File: src/rtl/dm_arbiter_if.sv
// Bundle of the two requester ports and the data-memory side of dm_arbiter.
// slave: the arbiter's view; master: a requester/environment view.
interface dm_arbiter_if;
  logic        p0_req;
  logic        p0_we;
  logic [31:0] p0_addr;
  logic [31:0] p0_wdata;
  logic [31:0] p0_pc;
  logic        p0_gnt;
  logic        p0_rvalid;
  logic [31:0] p0_rdata;
  logic        p0_err;

  logic        p1_req;
  logic        p1_we;
  logic [31:0] p1_addr;
  logic [31:0] p1_wdata;
  logic        p1_gnt;
  logic        p1_rvalid;
  logic [31:0] p1_rdata;
  logic        p1_err;

  logic [31:0] dm_addr;
  logic [31:0] dm_wdata;
  logic        dm_ren;
  logic        dm_wen;
  logic [31:0] dm_pc;
  logic [31:0] dm_rdata;

  modport slave (
    input  p0_req, p0_we, p0_addr, p0_wdata, p0_pc,
    output p0_gnt, p0_rvalid, p0_rdata, p0_err,
    input  p1_req, p1_we, p1_addr, p1_wdata,
    output p1_gnt, p1_rvalid, p1_rdata, p1_err,
    output dm_addr, dm_wdata, dm_ren, dm_wen, dm_pc,
    input  dm_rdata
  );

  modport master (
    output p0_req, p0_we, p0_addr, p0_wdata, p0_pc,
    input  p0_gnt, p0_rvalid, p0_rdata, p0_err,
    output p1_req, p1_we, p1_addr, p1_wdata,
    input  p1_gnt, p1_rvalid, p1_rdata, p1_err,
    input  dm_addr, dm_wdata, dm_ren, dm_wen, dm_pc,
    output dm_rdata
  );
endinterface

File: src/rtl/dm_arbiter.sv
// dm_arbiter: one data-memory access per cycle shared between CPU MEM stage (port 0)
// and debug/loader (port 1); round-robin by default, port 0 priority with DM_ARB_FIXED_PRIO_EN.
module dm_arbiter #(
  parameter int unsigned DEPTH_WORDS = 1024,
  parameter logic [31:0] DBG_PC      = 32'h0000_0000
) (
  input logic         clk,
  input logic         reset,
  dm_arbiter_if.slave bus
);

  typedef enum logic {PORT0 = 1'b0, PORT1 = 1'b1} port_e;

  logic        slot_valid_q, slot_valid_d;
  port_e       slot_port_q,  slot_port_d;
  logic        slot_we_q,    slot_we_d;
  logic [31:0] slot_addr_q,  slot_addr_d;
  logic [31:0] slot_wdata_q, slot_wdata_d;
  logic [31:0] slot_pc_q,    slot_pc_d;
  logic        slot_oor_q,   slot_oor_d;
  port_e       last_grant_q, last_grant_d;

  logic        ret_valid_q,  ret_valid_d;
  port_e       ret_port_q,   ret_port_d;
  logic        ret_err_q,    ret_err_d;
  logic [31:0] p0_rdata_q,   p0_rdata_d;
  logic [31:0] p1_rdata_q,   p1_rdata_d;

  logic        elig0;
  logic        elig1;
  port_e       win;
  logic [31:0] access_rdata;

  always_comb begin
    // The port in its access cycle still holds req; masking it prevents a double grant.
    elig0 = bus.p0_req & ~(slot_valid_q & (slot_port_q == PORT0));
    elig1 = bus.p1_req & ~(slot_valid_q & (slot_port_q == PORT1));

`ifdef DM_ARB_FIXED_PRIO_EN
    win = elig0 ? PORT0 : PORT1;
`else
    if (elig0 && elig1) begin
      win = (last_grant_q == PORT0) ? PORT1 : PORT0;
    end else begin
      win = elig0 ? PORT0 : PORT1;
    end
`endif

    slot_valid_d = 1'b0;
    slot_port_d  = PORT0;
    slot_we_d    = 1'b0;
    slot_addr_d  = '0;
    slot_wdata_d = '0;
    slot_pc_d    = '0;
    last_grant_d = last_grant_q;

    if (elig0 || elig1) begin
      slot_valid_d = 1'b1;
      slot_port_d  = win;
      last_grant_d = win;
      if (win == PORT0) begin
        slot_we_d    = bus.p0_we;
        slot_addr_d  = bus.p0_addr;
        slot_wdata_d = bus.p0_wdata;
        slot_pc_d    = bus.p0_pc;
      end else begin
        slot_we_d    = bus.p1_we;
        slot_addr_d  = bus.p1_addr;
        slot_wdata_d = bus.p1_wdata;
        slot_pc_d    = DBG_PC;
      end
    end
    slot_oor_d = ({2'b00, slot_addr_d[31:2]} >= DEPTH_WORDS);

    ret_valid_d  = slot_valid_q;
    ret_port_d   = slot_port_q;
    ret_err_d    = slot_oor_q;
    access_rdata = (slot_we_q || slot_oor_q) ? '0 : bus.dm_rdata;

    p0_rdata_d = p0_rdata_q;
    p1_rdata_d = p1_rdata_q;
    if (slot_valid_q && (slot_port_q == PORT0)) p0_rdata_d = access_rdata;
    if (slot_valid_q && (slot_port_q == PORT1)) p1_rdata_d = access_rdata;
  end

  always_ff @(posedge clk) begin
    if (reset) begin
      slot_valid_q <= 1'b0;
      slot_port_q  <= PORT0;
      slot_we_q    <= 1'b0;
      slot_addr_q  <= '0;
      slot_wdata_q <= '0;
      slot_pc_q    <= '0;
      slot_oor_q   <= 1'b0;
      last_grant_q <= PORT1;
      ret_valid_q  <= 1'b0;
      ret_port_q   <= PORT0;
      ret_err_q    <= 1'b0;
      p0_rdata_q   <= '0;
      p1_rdata_q   <= '0;
    end else begin
      slot_valid_q <= slot_valid_d;
      slot_port_q  <= slot_port_d;
      slot_we_q    <= slot_we_d;
      slot_addr_q  <= slot_addr_d;
      slot_wdata_q <= slot_wdata_d;
      slot_pc_q    <= slot_pc_d;
      slot_oor_q   <= slot_oor_d;
      last_grant_q <= last_grant_d;
      ret_valid_q  <= ret_valid_d;
      ret_port_q   <= ret_port_d;
      ret_err_q    <= ret_err_d;
      p0_rdata_q   <= p0_rdata_d;
      p1_rdata_q   <= p1_rdata_d;
    end
  end

  assign bus.p0_gnt    = slot_valid_q & (slot_port_q == PORT0);
  assign bus.p1_gnt    = slot_valid_q & (slot_port_q == PORT1);
  assign bus.dm_addr   = slot_addr_q;
  assign bus.dm_wdata  = slot_wdata_q;
  assign bus.dm_pc     = slot_pc_q;
  // Gating by reset stops a write from committing when reset lands in the access cycle.
  assign bus.dm_wen    = slot_valid_q &  slot_we_q & ~slot_oor_q & ~reset;
  assign bus.dm_ren    = slot_valid_q & ~slot_we_q & ~slot_oor_q & ~reset;

  assign bus.p0_rvalid = ret_valid_q & (ret_port_q == PORT0);
  assign bus.p1_rvalid = ret_valid_q & (ret_port_q == PORT1);
  assign bus.p0_err    = bus.p0_rvalid & ret_err_q;
  assign bus.p1_err    = bus.p1_rvalid & ret_err_q;
  assign bus.p0_rdata  = p0_rdata_q;
  assign bus.p1_rdata  = p1_rdata_q;

endmodule

File: src/flat_wrapper.sv
// flat-port wrapper written by rule: the top's interface ports become plain ports
module dm_arbiter_flat 
#(
  parameter int unsigned DEPTH_WORDS = 1024,
  parameter logic [31:0] DBG_PC      = 32'h0000_0000
)
  (clk, reset, bus_p0_req, bus_p0_we, bus_p0_addr, bus_p0_wdata, bus_p0_pc, bus_p0_gnt, bus_p0_rvalid, bus_p0_rdata, bus_p0_err, bus_p1_req, bus_p1_we, bus_p1_addr, bus_p1_wdata, bus_p1_gnt, bus_p1_rvalid, bus_p1_rdata, bus_p1_err, bus_dm_addr, bus_dm_wdata, bus_dm_ren, bus_dm_wen, bus_dm_pc, bus_dm_rdata);
  dm_arbiter_if bus_i ();
  input logic clk;
  input logic reset;
  input wire logic [$bits(bus_i.p0_req)-1:0] bus_p0_req;
  input wire logic [$bits(bus_i.p0_we)-1:0] bus_p0_we;
  input wire logic [$bits(bus_i.p0_addr)-1:0] bus_p0_addr;
  input wire logic [$bits(bus_i.p0_wdata)-1:0] bus_p0_wdata;
  input wire logic [$bits(bus_i.p0_pc)-1:0] bus_p0_pc;
  output wire logic [$bits(bus_i.p0_gnt)-1:0] bus_p0_gnt;
  output wire logic [$bits(bus_i.p0_rvalid)-1:0] bus_p0_rvalid;
  output wire logic [$bits(bus_i.p0_rdata)-1:0] bus_p0_rdata;
  output wire logic [$bits(bus_i.p0_err)-1:0] bus_p0_err;
  input wire logic [$bits(bus_i.p1_req)-1:0] bus_p1_req;
  input wire logic [$bits(bus_i.p1_we)-1:0] bus_p1_we;
  input wire logic [$bits(bus_i.p1_addr)-1:0] bus_p1_addr;
  input wire logic [$bits(bus_i.p1_wdata)-1:0] bus_p1_wdata;
  output wire logic [$bits(bus_i.p1_gnt)-1:0] bus_p1_gnt;
  output wire logic [$bits(bus_i.p1_rvalid)-1:0] bus_p1_rvalid;
  output wire logic [$bits(bus_i.p1_rdata)-1:0] bus_p1_rdata;
  output wire logic [$bits(bus_i.p1_err)-1:0] bus_p1_err;
  output wire logic [$bits(bus_i.dm_addr)-1:0] bus_dm_addr;
  output wire logic [$bits(bus_i.dm_wdata)-1:0] bus_dm_wdata;
  output wire logic [$bits(bus_i.dm_ren)-1:0] bus_dm_ren;
  output wire logic [$bits(bus_i.dm_wen)-1:0] bus_dm_wen;
  output wire logic [$bits(bus_i.dm_pc)-1:0] bus_dm_pc;
  input wire logic [$bits(bus_i.dm_rdata)-1:0] bus_dm_rdata;
  assign bus_i.p0_req = bus_p0_req;
  assign bus_i.p0_we = bus_p0_we;
  assign bus_i.p0_addr = bus_p0_addr;
  assign bus_i.p0_wdata = bus_p0_wdata;
  assign bus_i.p0_pc = bus_p0_pc;
  assign bus_p0_gnt = bus_i.p0_gnt;
  assign bus_p0_rvalid = bus_i.p0_rvalid;
  assign bus_p0_rdata = bus_i.p0_rdata;
  assign bus_p0_err = bus_i.p0_err;
  assign bus_i.p1_req = bus_p1_req;
  assign bus_i.p1_we = bus_p1_we;
  assign bus_i.p1_addr = bus_p1_addr;
  assign bus_i.p1_wdata = bus_p1_wdata;
  assign bus_p1_gnt = bus_i.p1_gnt;
  assign bus_p1_rvalid = bus_i.p1_rvalid;
  assign bus_p1_rdata = bus_i.p1_rdata;
  assign bus_p1_err = bus_i.p1_err;
  assign bus_dm_addr = bus_i.dm_addr;
  assign bus_dm_wdata = bus_i.dm_wdata;
  assign bus_dm_ren = bus_i.dm_ren;
  assign bus_dm_wen = bus_i.dm_wen;
  assign bus_dm_pc = bus_i.dm_pc;
  assign bus_i.dm_rdata = bus_dm_rdata;
  dm_arbiter #(.DEPTH_WORDS(DEPTH_WORDS), .DBG_PC(DBG_PC)) u_core (.clk(clk), .reset(reset), .bus(bus_i));
endmodule
File: config.mk
export PLATFORM = sky130hd
export DESIGN_NAME = dm_arbiter_flat
export DESIGN_NICKNAME = d
export VERILOG_FILES = /design/src/rtl/dm_arbiter_if.sv /design/src/rtl/dm_arbiter.sv /design/src/flat_wrapper.sv
export SDC_FILE = /design/constraint.sdc
export NUM_CORES = 1
export LEC_CHECK = 0
export ABC_AREA = 1
export BUFFER_PORTS_ARGS = -buffer_cell sky130_fd_sc_hd__buf_2
export CELL_PAD_IN_SITES_DETAIL_PLACEMENT = 2
export CELL_PAD_IN_SITES_GLOBAL_PLACEMENT = 2
export CORE_ASPECT_RATIO = 0.75
export CORE_MARGIN = 10
export CORE_UTILIZATION = 24
export CTS_CLUSTER_DIAMETER = 60
export CTS_CLUSTER_SIZE = 28
export DETAILED_ROUTE_END_ITERATION = 7
export PLACE_DENSITY = 0.84
export SYNTH_ARGS = -nofsm -noshare
export SYNTH_HDL_FRONTEND = slang
export SYNTH_SLANG_ARGS = --single-unit
File: constraint.sdc
create_clock -name clk -period 4 [get_ports clk]
set_clock_uncertainty 0.2 [all_clocks]
set_input_delay 0 -clock clk [delete_from_list [all_inputs] [get_ports clk]]
set_output_delay 0 -clock clk [all_outputs]
set_load 0.02 [all_outputs]
# Yosys cells after proc, flatten, opt, wreduce, memory -nomap -nowiden

Index checks and enable logic that the tools add are counted.
W data, S select, Z words.

Add/subtract/negate cells: 0
Multipliers: 0
Div/mod/pow operators: 0
Order comparisons: 1
Equality and inequality tests: 0
Shift operators: 0
Muxes and demuxes: 9
Bitwise logic cells: 22
Reductions and logical operators: 7

Operators with widths:

| cell                   | number |
|---|---|
| $mux W32               | 4 |
| $ge A30 B11 Y1 const B | 1 |
| $and A1 B1 Y1          | 14 |
| $not A1 Y1             | 8 |
| $mux W1                | 5 |
| $logic_and A1 B1 Y1    | 3 |
| $reduce_or A3 Y1       | 1 |
| $logic_or A1 B1 Y1     | 2 |
| $reduce_or A2 Y1       | 1 |

Flip-flop bits (word level): 168
Bits in latches: 0
RAM bits: 0
ROM bits: 0
Output and inout port bits: 168
Logic and storage cells: 53
Memories kept: 0

# Depth between registers and ports, before layout

Word-level depth: 9
Depth in mapped cells: 12
Gate-level depth less buffers: 12

# Worst setup path after synthesis

OpenSTA, ideal clock, no wires.

Path type: register -> register
From: reg u_core.slot_port_q, in the netlist u_core.ret_port_d
To: reg u_core.slot_oor_q, in the netlist u_core.ret_err_d
Setup time: 0.122 ns
Arrival: 1.306 ns
Setup slack: 2.372 ns
Stages on the path, launching flop included: 13
Buffers on the path: 1
Period minus slack after synthesis: 1.628 ns
Cells stage by stage: dfxtp_1 > inv_2 > a21oi_4 > nand2_4 > buf_6 > nand2_2 > nand2_2 > nand2_2 > nand2_1 > nor2_2 > nand2_1 > nor2_1 > nor2_1

Longest elaborated chain between the ends: 9

RTL lines:

| item                                                  | line                               | text |
|---|---|---|
| from (decl)                                           | dm_arbiter.sv:15                   | `port_e slot_port_q, slot_port_d;` |
| from (signal assigned)                                | dm_arbiter.sv:103                  | `slot_port_q <= slot_port_d;` |
| $not A1 Y1                                            | dm_arbiter.sv:36                   | `elig0 = bus.p0_req & ~(slot_valid_q & (slot_port_q == PORT0));` |
| $and A1 B1 Y1                                         | dm_arbiter.sv:36                   |  |
| $not A1 Y1                                            | dm_arbiter.sv:36                   |  |
| $and A1 B1 Y1                                         | dm_arbiter.sv:36                   |  |
| $mux W1 / $logic_and A1 B1 Y1 (equally long branches) | dm_arbiter.sv:45, dm_arbiter.sv:42 |  |
| $mux W1                                               | dm_arbiter.sv:42                   | `if (elig0 && elig1) begin` |
| $mux W32                                              | dm_arbiter.sv:61                   | `if (win == PORT0) begin` |
| $mux W32 *                                            | dm_arbiter.sv:57                   | `if (elig0 \|\| elig1) begin` |
| $ge A30 B11 Y1 *                                      | dm_arbiter.sv:73                   | `slot_oor_d = ({2'b00, slot_addr_d[31:2]} >= DEPTH_WORDS);` |
| to (signal assigned)                                  | dm_arbiter.sv:108                  | `slot_oor_q <= slot_oor_d;` |
| to (decl)                                             | dm_arbiter.sv:20                   | `logic slot_oor_q, slot_oor_d;` |

Mark *: on every way between the ends. The rest lies on a longest branch, timed or not.
A chain may end at the register's enable or synchronous reset.

# Worst setup path after layout

From: reg u_core.slot_valid_q, in the netlist u_core.ret_valid_d
To: reg u_core.slot_addr_q[24], in the netlist u_core.bus.dm_addr[24]

Longest elaborated chain between the ends: 7

RTL lines:

| item                                                  | line                               | text |
|---|---|---|
| from (decl)                                           | dm_arbiter.sv:14                   | `logic slot_valid_q, slot_valid_d;` |
| from (signal assigned)                                | dm_arbiter.sv:102                  | `slot_valid_q <= slot_valid_d;` |
| $and A1 B1 Y1, on equally long branches               | dm_arbiter.sv:36, dm_arbiter.sv:37 |  |
| $not A1 Y1, on equally long branches                  | dm_arbiter.sv:36, dm_arbiter.sv:37 |  |
| $and A1 B1 Y1, on equally long branches               | dm_arbiter.sv:36, dm_arbiter.sv:37 |  |
| $mux W1 / $logic_and A1 B1 Y1 (equally long branches) | dm_arbiter.sv:45, dm_arbiter.sv:42 |  |
| $mux W1                                               | dm_arbiter.sv:42                   |  |
| $mux W32                                              | dm_arbiter.sv:61                   |  |
| $mux W32 *                                            | dm_arbiter.sv:57                   |  |
| to (signal assigned)                                  | dm_arbiter.sv:105                  | `slot_addr_q <= slot_addr_d;` |
| to (decl)                                             | dm_arbiter.sv:17                   | `logic [31:0] slot_addr_q, slot_addr_d;` |

Marked as above.

==> results.toml <==
[worst_setup_path]
worstPathRequired_ps = 4150
critPathMaxStageDelay_ps = 600
crit_type = "reg2reg"
r2r_setup_slack_ps = 190
cp_slowest_cell = "dlygate4sd3_1"
crit_start = "u_core.ret_valid_d"
r2r_start = "u_core.ret_valid_d"
crit_arrival_ps = 3960
r2r-end = "u_core.bus.dm_addr[24]"
cp_max_fo = 31
worstPathCellList = "nand2_2 -> nand3_4 -> nand2_4 -> inv_6 -> nand2_1 -> nand2_2 -> dlygate4sd3_1 -> nand2_2 -> dlygate4sd3_1 -> nor2_1 -> dlygate4sd3_1"
start_kind = "register"
endpoint_kind = "register"
worst_r2r_path_depth = 11

[finish]
drive_gt1_share_pct = 33.8
regArea_mm2 = 0.00336
area_growth_syn_to_layout_pct = 82.7
multi_input_area_mm2 = 0.00196
nets = 1430
finalInstanceArea_mm2 = 0.0107
fill_cells = 2631

[place]
gp_congestion = 0.814
io_buffer_count = 365
dpl_worst_slack_ps = 1370
dp_hpwl_um = 23200
place_area_mm2 = 0.00789

[clocking]
clk_pin_slew_ps = 70
cts_sinks = 168
cts_max_path_buffers = 2
cts_tree = "built"
cts_max_level = 4
clock_latency_ps = 420
root_buffer = "clkbuf_16"
cts_buffers = 17

[timing]
setup_slack_ps = 189
period_share_pct = 95.3
slew_headroom_pct = 31.4
setup_viol = 0
worstMarginPinSlew_ps = 1030
fmax_mhz = 262
finalCriticalPeriod_ps = 3810
finalHoldViolations = 0
slew_viol_final = 0

[synth]
synth_ff_type = "dfxtp_1"
synth_area_leaders = "dfxtp_1, a32o_1, a21oi_1"
netlist_instances = 670
synth.net_count = 868
yosys.area.top_type = "dfxtp_1"
yosysMostFrequentCell = "dfxtp_1"
synth_area_per_cell_um2 = 8.73
synth.distinct_cells = 24
synth.top_cell.area_share_pct = 57.5
syn_area_mm2 = 0.00585
yosysWarningCount = 0
async_flop_share_pct = 0
yosys-top-cells-count = "dfxtp_1, nor2_1, nand2_1"
ys_seq_elements = 168
ys_seq_area_share_pct = 57.5
synth_edf_count = 0

[global_route]
grt_pass1_wl_um = 59100
grt_overflow = 0
grt_pass1_vias = 8641
grt_use_total_pct = 25.0
antenna_found_initial = 11
grt_max_degree = 66

[pwr]
p_leak_uw = 0.00546
power.total_uw = 4540
peakVddDrop_mv = 0.292
powerDensity_mw_per_mm2 = 424

[detailed_routing]
dr.pass1.iters = 4
vias = 7329
vias_per_cell = 4.62
routedWlPerCell_um = 26.0
initialDrtViolationCount = 328
drcViolationCount = 0
antenna_left = 0
wl_um = 41200

[die]
die_h_um = 155
core_area_mm2 = 0.0240
initial_core_util_pct = 24.4
io_pins = 366
die_x_um = 200
rows = 49
dieArea_mm2 = 0.0311

[flow_run]
maxCapViolCount = 0

[run_status]
status = "finished clean"

[hold_path]
min-delay-start = "bus_p0_addr[20]"
hold_path_end = "u_core.ret_err_d"
hold_depth = 8
min_path_type = "in2reg"
-- kinds of logic (layout without fill, tap and decap cells) --
group | count (synthesis) | in the layout | share of synthesized area [%]
AND/OR/NAND/NOR | 214 | 214 | 15.9
flip-flops | 168 | 168 | 57.5
AO/OA/AOI/OAI | 166 | 166 | 17.5
buffers and inverters | 122 | 696 | 9.09
other | 0 | 11 | 0
-- how the worst max path moves through the flow --
stage                     cells past startpoint                 endpoint
after floorplan                              12         u_core.ret_err_d
after global placement                        8  u_core.bus.dm_wdata[26]
after detailed placement                      6      u_core.bus.dm_pc[2]
after CTS                                    11   u_core.bus.dm_addr[24]
after global routing                         11   u_core.bus.dm_addr[24]
final                                        11   u_core.bus.dm_addr[24]
-- area by class of cell --
cell class,instances,area share [%]
clock inverter,9,0.878
inverter,72,2.58
sequential,168,31.5
clock buffer,22,4.44
timing repair buffer,593,38.2
antenna,11,0.258
multi-input combinational,380,18.3
tap,331,3.87
-- sequential cells by signal, summed over array words and instances, names as in the netlist, 32 cells and up --
| register | cells |
|---|---|
| u_core.bus.dm_addr | 32 |
| u_core.bus.dm_pc | 32 |
| u_core.bus.dm_wdata | 32 |
| u_core.bus.p0_rdata | 32 |
| u_core.bus.p1_rdata | 32 |
-- placed cells by master, fill, tap and decap left out --
| cell | count |
|---|---|
| a21oi_1 | 64 |
| a21oi_4 | 1 |
| a32o_1 | 35 |
| buf_2 | 365 |
| buf_4 | 10 |
| bufinv_16 | 1 |
| clkbuf_1 | 2 |
| clkbuf_16 | 17 |
| clkbuf_8 | 3 |
| clkinv_1 | 1 |
| clkinv_2 | 1 |
| clkinv_4 | 4 |
| clkinvlp_4 | 2 |
| dfxtp_1 | 168 |
| diode_2 | 11 |
| dlygate4sd3_1 | 218 |
| inv_1 | 67 |
| inv_2 | 3 |
| inv_6 | 2 |
| nand2_1 | 73 |
| nand2_2 | 5 |
| nand2_4 | 1 |
| nand3_1 | 25 |
| nand3_4 | 1 |
| nand3b_1 | 10 |
| nor2_1 | 84 |
| nor2_2 | 2 |
| nor2_4 | 1 |
| nor3_1 | 12 |
| o211ai_1 | 1 |
| o21ai_0 | 64 |
| o21ai_2 | 1 |
-- per-stage QoR --
step | setup TNS, ps | util (%) | hold WS [ps] | std cells
2_1_floorplan | 0 | - | -87.8 | 670
3_3_place_gp | 0 | 32.9 | 10.5 | 1323
3_5_place_dp | 0 | 32.9 | 15.8 | 1323
4_1_cts | 0 | 44.4 | 8.88 | 1572
5_1_grt | -6.38 | 44.6 | 143 | 1586
6_report | 0 | 44.6 | 111 | 1586
-- metal layers --
| layer | global-route usage [%] | routed length (um) | vias to the layer above |
|---|---|---|---|
| li1 | - | - | 3340 |
| met1 | 25.9 | 15800 | 3614 |
| met2 | 45.1 | 21200 | 302 |
| met3 | 8.34 | 2770 | 71 |
| met4 | 12.2 | 1430 | 2 |
| met5 | 0 | 12 | - |
-- worst max-delay path: cells and delay by family (launching register included) --
kind                   cells  cell delay, ps
buffers and inverters      4            2060
DFF                        1             440
and+or+nand+nor            7            1030
-- where the power goes --
group          internal [uW]  switching (uW)  total, uW  leakage (uW)
clock network            912             744       1660      0.000273
logic                    427             593       1020       0.00380
registers               1790            65.9       1860       0.00138
total                   3130            1400       4540       0.00546
-- repair_timing --
item,CTS,global route
hold buffers,218,0
endpoints found under the setup margin,0,1
endpoints found under the hold margin,166,0
gates resized for setup,0,1
setup buffers,0,3
Note: power is estimated with default switching activity, not from simulation.
